## config.mk

```make
export PLATFORM = sky130hd
export DESIGN_NAME = bin8_to_bcd
export DESIGN_NICKNAME = d
export VERILOG_FILES = /design/src/rtl/bin8_to_bcd.sv
export SDC_FILE = /design/constraint.sdc
export NUM_CORES = 1
export LEC_CHECK = 0
export ABC_AREA = 1
export CAP_MARGIN = 30
export CORE_MARGIN = 1
export CORE_UTILIZATION = 50
export CTS_CLUSTER_DIAMETER = 30
export CTS_CLUSTER_SIZE = 20
export DETAILED_ROUTE_END_ITERATION = 10
export DONT_BUFFER_PORTS = 1
export MAX_ROUTING_LAYER = met4
export PLACE_DENSITY = 0.69
export SYNTH_ARGS = -nofsm -noshare
export SYNTH_HDL_FRONTEND = slang
export SYNTH_SLANG_ARGS = --single-unit
```

## constraint.sdc

```tcl
create_clock -name clk -period 1.43 [get_ports clk]
set_clock_uncertainty 0.05 [all_clocks]
set_input_delay 0.0715 -clock clk [delete_from_list [all_inputs] [get_ports clk]]
set_output_delay 0.0715 -clock clk [all_outputs]
set_load 0.01 [all_outputs]
```

## src/rtl/bin8_to_bcd.sv

```systemverilog
// 8-bit binary to 3-digit BCD converter using a serial double-dabble (shift-and-add-3) FSM.
// Optional leading-zero blanking flags are built only when BCD_BLANK_EN is defined.
module bin8_to_bcd (
  input  logic       clk,
  input  logic       reset_n,
  input  logic       start,
  input  logic [7:0] bin,
  output logic       busy,
  output logic       done,
  output logic [3:0] hundreds,
  output logic [3:0] tens,
  output logic [3:0] ones,
  output logic       blank_h,
  output logic       blank_t,
  output logic [0:0] o_dbg_state
);

  localparam logic [0:0] S_IDLE  = 1'b0;
  localparam logic [0:0] S_SHIFT = 1'b1;

  // Handshake: start is taken only in IDLE on a rising edge; busy is high for the 8
  // shift cycles that follow, then done pulses for one cycle with the new digits valid.
  logic [0:0]  r_state;
  logic [7:0]  r_shift;
  logic [11:0] r_scratch;
  logic [2:0]  r_count;
  logic        r_done;
  logic [3:0]  r_hundreds;
  logic [3:0]  r_tens;
  logic [3:0]  r_ones;

  logic [11:0] w_adj;
  logic [19:0] w_shifted;
  logic [11:0] w_next_scratch;
  logic [7:0]  w_next_shift;
  logic        w_last;

  // Scratch digits never exceed 9 here, so +3 stays within 4 bits.
  always_comb begin
    w_adj = r_scratch;
    for (int d = 0; d < 3; d++) begin
      if (r_scratch[d*4 +: 4] >= 4'd5) begin
        w_adj[d*4 +: 4] = r_scratch[d*4 +: 4] + 4'd3;
      end
    end
  end

  assign w_shifted      = {w_adj, r_shift} << 1;
  assign w_next_scratch = w_shifted[19:8];
  assign w_next_shift   = w_shifted[7:0];
  assign w_last         = (r_count == 3'd7);

  always_ff @(posedge clk or negedge reset_n) begin
    if (!reset_n) begin
      r_state    <= S_IDLE;
      r_shift    <= 8'd0;
      r_scratch  <= 12'd0;
      r_count    <= 3'd0;
      r_done     <= 1'b0;
      r_hundreds <= 4'd0;
      r_tens     <= 4'd0;
      r_ones     <= 4'd0;
    end else begin
      r_done <= 1'b0;
      case (r_state)
        S_IDLE: begin
          if (start) begin
            r_shift   <= bin;
            r_scratch <= 12'd0;
            r_count   <= 3'd0;
            r_state   <= S_SHIFT;
          end
        end
        S_SHIFT: begin
          r_scratch <= w_next_scratch;
          r_shift   <= w_next_shift;
          r_count   <= r_count + 3'd1;
          if (w_last) begin
            r_hundreds <= w_next_scratch[11:8];
            r_tens     <= w_next_scratch[7:4];
            r_ones     <= w_next_scratch[3:0];
            r_done     <= 1'b1;
            r_state    <= S_IDLE;
          end
        end
        default: r_state <= S_IDLE;
      endcase
    end
  end

`ifdef BCD_BLANK_EN
  logic r_blank_h;
  logic r_blank_t;

  always_ff @(posedge clk or negedge reset_n) begin
    if (!reset_n) begin
      r_blank_h <= 1'b0;
      r_blank_t <= 1'b0;
    end else if (r_state == S_SHIFT && w_last) begin
      r_blank_h <= (w_next_scratch[11:8] == 4'd0);
      r_blank_t <= (w_next_scratch[11:4] == 8'd0);
    end
  end

  assign blank_h = r_blank_h;
  assign blank_t = r_blank_t;
`else
  assign blank_h = 1'b0;
  assign blank_t = 1'b0;
`endif

  assign busy        = (r_state == S_SHIFT);
  assign done        = r_done;
  assign hundreds    = r_hundreds;
  assign tens        = r_tens;
  assign ones        = r_ones;
  assign o_dbg_state = r_state;

endmodule
```

==> impl_metrics.ini, run 1 <==
[run_status]
status = finished clean

[global_route]
grt_pass1_wl_mm = 5.97
grt_max_degree = 38
grtUsageTotal_pct = 22.5
antenna_found_initial = 0
grt-ovfl-total = 0
first_global_vias = 1411

[detailed_routing]
routedWlPerCell_um = 13.8
drc = 0
postRouteWirelength_mm = 3.79
dr.pass1.iters = 4
dr_total_vias = 1491
postRouteAntennaNets = 0
viasPerCell = 5.44
drt_first_iter_violations = 69

[logic_synthesis]
yosysTopAreaCell = dfrtp_1
postSynthAreaPerCell_um2 = 8.73
synth_edf_count = 0
ys.flop_type = dfrtp_1
synth_top_cell_area_share_pct = 51.5
synth.cells.most_frequent = 55 x nand2_1, 37 x dfrtp_1, 22 x inv_1, 22 x nand3_1, 17 x o21ai_0
seq_area_frac_synth_pct = 51.5
synth_cells = 206
post-synth-top-count-cell = nand2_1
synthDistinctLibCells = 21
synth_area_leaders = dfrtp_1 51%, nand2_1 11%, nand3_1 6.1%, ha_1 5.6%, o21ai_0 4.7%
synth-seq-cells = 37
syn_area_um2 = 1800
async_flop_share_pct = 100
yosysWarningCount = 0

[floorplanning]
core-area_um2 = 3390
start_util_pct = 53.0
num_rows = 21
die_y_um = 62.0
io_pins = 28
dieArea_um2 = 3840
die_w_um = 62.0

[critical_path]
critPathRequiredTime_ns = 1.62
arrival_ns = 1.57
startpoint_type = flop
crit_type = reg2reg
crit_path_end_kind = flop
worstPathMaxFanout = 5

[clock_tree]
htreeDepth = 2
clk_latency_ns = 0.33
cts.sinks = 37
cts_max_path_buffers = 2
clk_pin_slew_ns = 0.11
root_buffer = clkbuf_4
cts_buffers = 5
cts_tree = built

[timing]
min_period_ns = 1.38
setup_violations = 0
hold_slack_ns = 0.124
final-hold-violation-count = 0
final.period_utilization_pct = 96.4
fmax_mhz = 726
tns_ns = 0
finalMaxSlewViolations = 0

[placement]
dpl.cell_count = 250
io_buffers = 0
place_congestion = 0.786
dp_hpwl_mm = 2.50

[power]
p_leak_nw = 1.04
power_mw = 4.83
power.density_nw_per_um2 = 2350
max-vdd-ir-drop_uv = 1240

[cells_and_area]
final_layout_size_suffix_gt1_share_pct = 13.2
area_growth_pct = 14.3
n_fill_cell = 291
layout.nets = 246
finalNonFillerCells = 274
diodes = 0

[job]
maxCapViolCount = 0

[hold_path]
min_path_type = in2async
[through the flow]
stage               util, %  cell area [um^2]  setup WS (ns)
floorplan                 -              1800          0.174
global placement       53.8              1820          0.106
detailed placement     53.8              1820         0.0458
CTS                    58.8              1990         0.0266
global route           60.6              2050        -0.0510
finish                 60.6              2050         0.0520
[cell type report]
| type | count | area, um^2 | area share (%) |
|---|---|---|---|
| well taps | 46 | 57.6 | 2.80 |
| multi-input cells | 137 | 721 | 35.1 |
| clock inverters | 2 | 10.0 | 0.487 |
| flip-flops and latches | 37 | 926 | 45.1 |
| repair buffers | 23 | 213 | 10.4 |
| clock buffers | 6 | 41.3 | 2.01 |
| inverters | 23 | 86.3 | 4.20 |
[placed cells by master, fill, tap and decap left out, drive strengths merged, types with 6 or more instances in the layout]
cell type / netlist / final
buf: 10 / 12
a21oi: 7 / 7
ha: 8 / 8
dfrtp: 37 / 37
nand3: 22 / 22
nand2: 56 / 56
inv: 23 / 23
dlygate4sd3: 0 / 11
clkbuf: 0 / 6
o21ai: 25 / 25
nand4: 6 / 6
[layer usage]
| metal | track usage (%) | wire length, um |
|---|---|---|
| met1 | 26.5 | 1640 |
| met2 | 36.9 | 1930 |
| met3 | 6.83 | 183 |
| met4 | 6.98 | 40 |
| met5 | - | 0 |
[critical path, cell delays in order, from the launching register on]
cell and delay (ns):
dfrtp_1 0.43, inv_1 0.11, ha_1 0.22, inv_1 0.07, nand2_2 0.07, nand3_2 0.12
nand2_1 0.09, nand3_1 0.08, nand2_1 0.05
[registers in the layout, indices dropped and copies added (netlist names)]
register   cells
busy           1
done           1
hundreds       4
ones           4
r_count        3
r_scratch     12
r_shift        8
tens           4
[repair_timing]
item | CTS | global route
gates resized for setup | 0 | 7
setup endpoints to repair | 0 | 15
endpoints found under the hold margin | 45 | 1
hold buffers | 11 | 1
buffers inserted | 0 | 4
[where the power goes]
part	total, mW	leakage [nW]	internal [mW]	switching (mW)
registers	1.99	0.457	1.55	0.442
clock network	0.528	0.0320	0.188	0.340
logic	2.31	0.552	0.901	1.41
[path summary, 6_finish.rpt]
| kind | startpoint | to | slack, ns | cells after the start |
|---|---|---|---|---|
| max | r_scratch[4]$_DFFE_PN0P_ | r_scratch[5]$_DFFE_PN0P_ | 0.05 | 8 |
| min | reset_n | hundreds[1]$_DFFE_PN0P_ | 0.12 | 2 |
| max reg2reg | r_scratch[4]$_DFFE_PN0P_ | r_scratch[5]$_DFFE_PN0P_ | 0.05 | 8 |
| min reg2reg | r_count[0]$_DFFE_PN0P_ | r_count[0]$_DFFE_PN0P_ | 0.43 | 1 |
| max in group asynchronous | reset_n | r_shift[1]$_DFFE_PN0P_ | 1.02 | 2 |
| min in group clk | bin[3] | r_shift[3]$_DFFE_PN0P_ | 0.38 | 3 |
[cells by family (layout without fill, tap and decap cells)]
group | after synthesis | after routing | share of synthesized area (%)
and+or+nand+nor | 89 | 89 | 21.5
AOI/OAI and AO/OA | 38 | 38 | 11.5
DFF | 37 | 37 | 51.5
buffers and inverters | 33 | 54 | 9.74
adders and majority gates | 8 | 8 | 5.57
other | 1 | 2 | 0.209
Power figures use the tool's default switching activity.
==> run 2: changes to the inputs <==
==> constraint.sdc (replaced) <==
create_clock -name clk -period 1.43 [get_ports clk]
set_clock_uncertainty 0.05 [all_clocks]
set_input_delay 0.0715 -clock clk [delete_from_list [all_inputs] [get_ports clk]]
set_output_delay 0.0715 -clock clk [all_outputs]
set_load 0.005 [all_outputs]
==> run 2 against run 1 <==
Highest routed layer unchanged. Via count shrank 3.4%. Cell area shrank 1.5%. Combinational power is essentially flat. Power shrank 2.3%.
==> impl_metrics.ini, run 2 (synthesis results as in run 1) <==
[clock_tree]
cts_buffers = 5
htreeDepth = 2
root_buffer = clkbuf_4
cts.sinks = 37
cts_tree = built
clk_pin_slew_ns = 0.11
cts_max_path_buffers = 2
clk_latency_ns = 0.34

[cells_and_area]
largest_register = r_scratch
layout_commonest_cell = nand2_1
diodes = 0
final_cell_mix = 52 x nand2_1, 37 x dfrtp_1, 20 x inv_1, 19 x nand3_1, 17 x o21ai_0
layout.nets = 243
top_regs = r_scratch x12, r_shift x8
largest_reg_flops = 12
finalNonFillerCells = 269
area_growth_pct = 12.5
stdcell_area_um2 = 2020
final_layout_size_suffix_gt1_share_pct = 12.6

[critical_path]
arrival_ns = 1.55
crit_type = reg2reg
r2r_slack_ns = 0.08
critPathSlowestCell = dfrtp_1
crit_path_end_kind = flop
critPathRequiredTime_ns = 1.63
crit_path_max_incr_delay_ns = 0.44
r2r_start = r_scratch[8]$_DFFE_PN0P_
cp_num_buf_inv = 2
setup.worst_path.start = r_scratch[8]$_DFFE_PN0P_
worstPathCellList = inv_1, ha_1, inv_1, nand2_2, nand4_1, nand3_1, nand2_1
r2r-end = r_scratch[9]$_DFFE_PN0P_
worst-r2r-cell-count = 7
worstPathMaxFanout = 4
cp_top_family = simple AND/OR/NAND/NOR gates
startpoint_type = flop
path_common_cell = inv_1

[global_route]
grt-ovfl-total = 0
grt_max_degree = 38
grt_pass1_wl_mm = 6.31
first_global_vias = 1462
antenna_found_initial = 0
grtUsageTotal_pct = 23.7

[floorplanning]
start_util_pct = 53.0
die_w_um = 62.0
io_pins = 28
dieArea_um2 = 3840
core-area_um2 = 3390
die_y_um = 62.0
num_rows = 21

[detailed_routing]
drc = 0
drt_first_iter_violations = 80
viasPerCell = 5.36
dr_total_vias = 1441
postRouteAntennaNets = 0
dr.pass1.iters = 4
routedWlPerCell_um = 14.2
postRouteWirelength_mm = 3.83

[timing]
final.period_utilization_pct = 94.5
finalMaxSlewViolations = 0
final-hold-violation-count = 0
min_period_ns = 1.35
setup_ws_ns = 0.0788
tns_ns = 0
setup_violations = 0
fmax_mhz = 740

[placement]
dpl.cell_count = 250
place_area_um2 = 1820
place_congestion = 0.795
dp_hpwl_mm = 2.58
place_ws_ns = 0.0589
io_buffers = 0

[hold_path]
min_path_type = in2async

[power]
p_leak_nw = 1.02
power.density_nw_per_um2 = 2330
max-vdd-ir-drop_uv = 1180

[job]
maxCapViolCount = 0

[run_status]
status = finished clean
## run 2: where the power goes
part,switching [mW],internal [mW],total [mW]
clock,0.341,0.171,0.511
combinational,1.40,0.893,2.29
sequential,0.362,1.55,1.91
## run 2: layout make-up
type	count	area, um^2
fill	288	1370
sequential	37	926
multi-input combinational	137	723
timing repair buffer	20	188
inverter	23	86.3
tap	46	57.6
clock buffer	5	37.5
clock inverter	1	5.00
## run 2: metrics by stage
stage          utilization (%)  hold WS [ns]  total power [mW]
4_1_cts                   58.6         0.115              4.62
2_1_floorplan                -        -0.274              3.57
5_1_grt                   59.7         0.122              5.19
3_5_place_dp              53.8        -0.273              4.06
3_3_place_gp              53.8        -0.273              3.90
6_report                  59.7         0.109              4.72
## run 2: worst register-to-register path, cell delays in order (launching register included)
cell,delay (ns)
dfrtp_1,0.44
inv_1,0.10
ha_1,0.17
inv_1,0.05
nand2_2,0.09
nand4_1,0.17
nand3_1,0.13
nand2_1,0.06
## run 2: worst max path at each step
stage               cells past startpoint                       end  slack (ns)
floorplan                               6       ones[0]$_DFFE_PN0P_        0.17
finish                                  7  r_scratch[9]$_DFFE_PN0P_        0.08
CTS                                     8  r_scratch[2]$_DFFE_PN0P_        0.05
global route                            7       tens[1]$_DFFE_PN0P_      -0.001
global placement                        8       tens[2]$_DFFE_PN0P_        0.11
detailed placement                      8  r_scratch[2]$_DFFE_PN0P_        0.06
## run 2: what timing repair did
item,in CTS,in global routing
hold buffers,11,0
hold endpoints to repair,49,0
buffers inserted,0,2
endpoints found under the setup margin,0,17
resized for setup,0,8
## run 2: routing by layer
metal | track usage, % | wire, um | vias to the layer above
met5 | - | 0 | -
met4 | 8.25 | 62 | 0
met3 | 6.42 | 175 | 9
met2 | 39.7 | 1880 | 41
met1 | 27.3 | 1710 | 683
li1 | - | - | 708
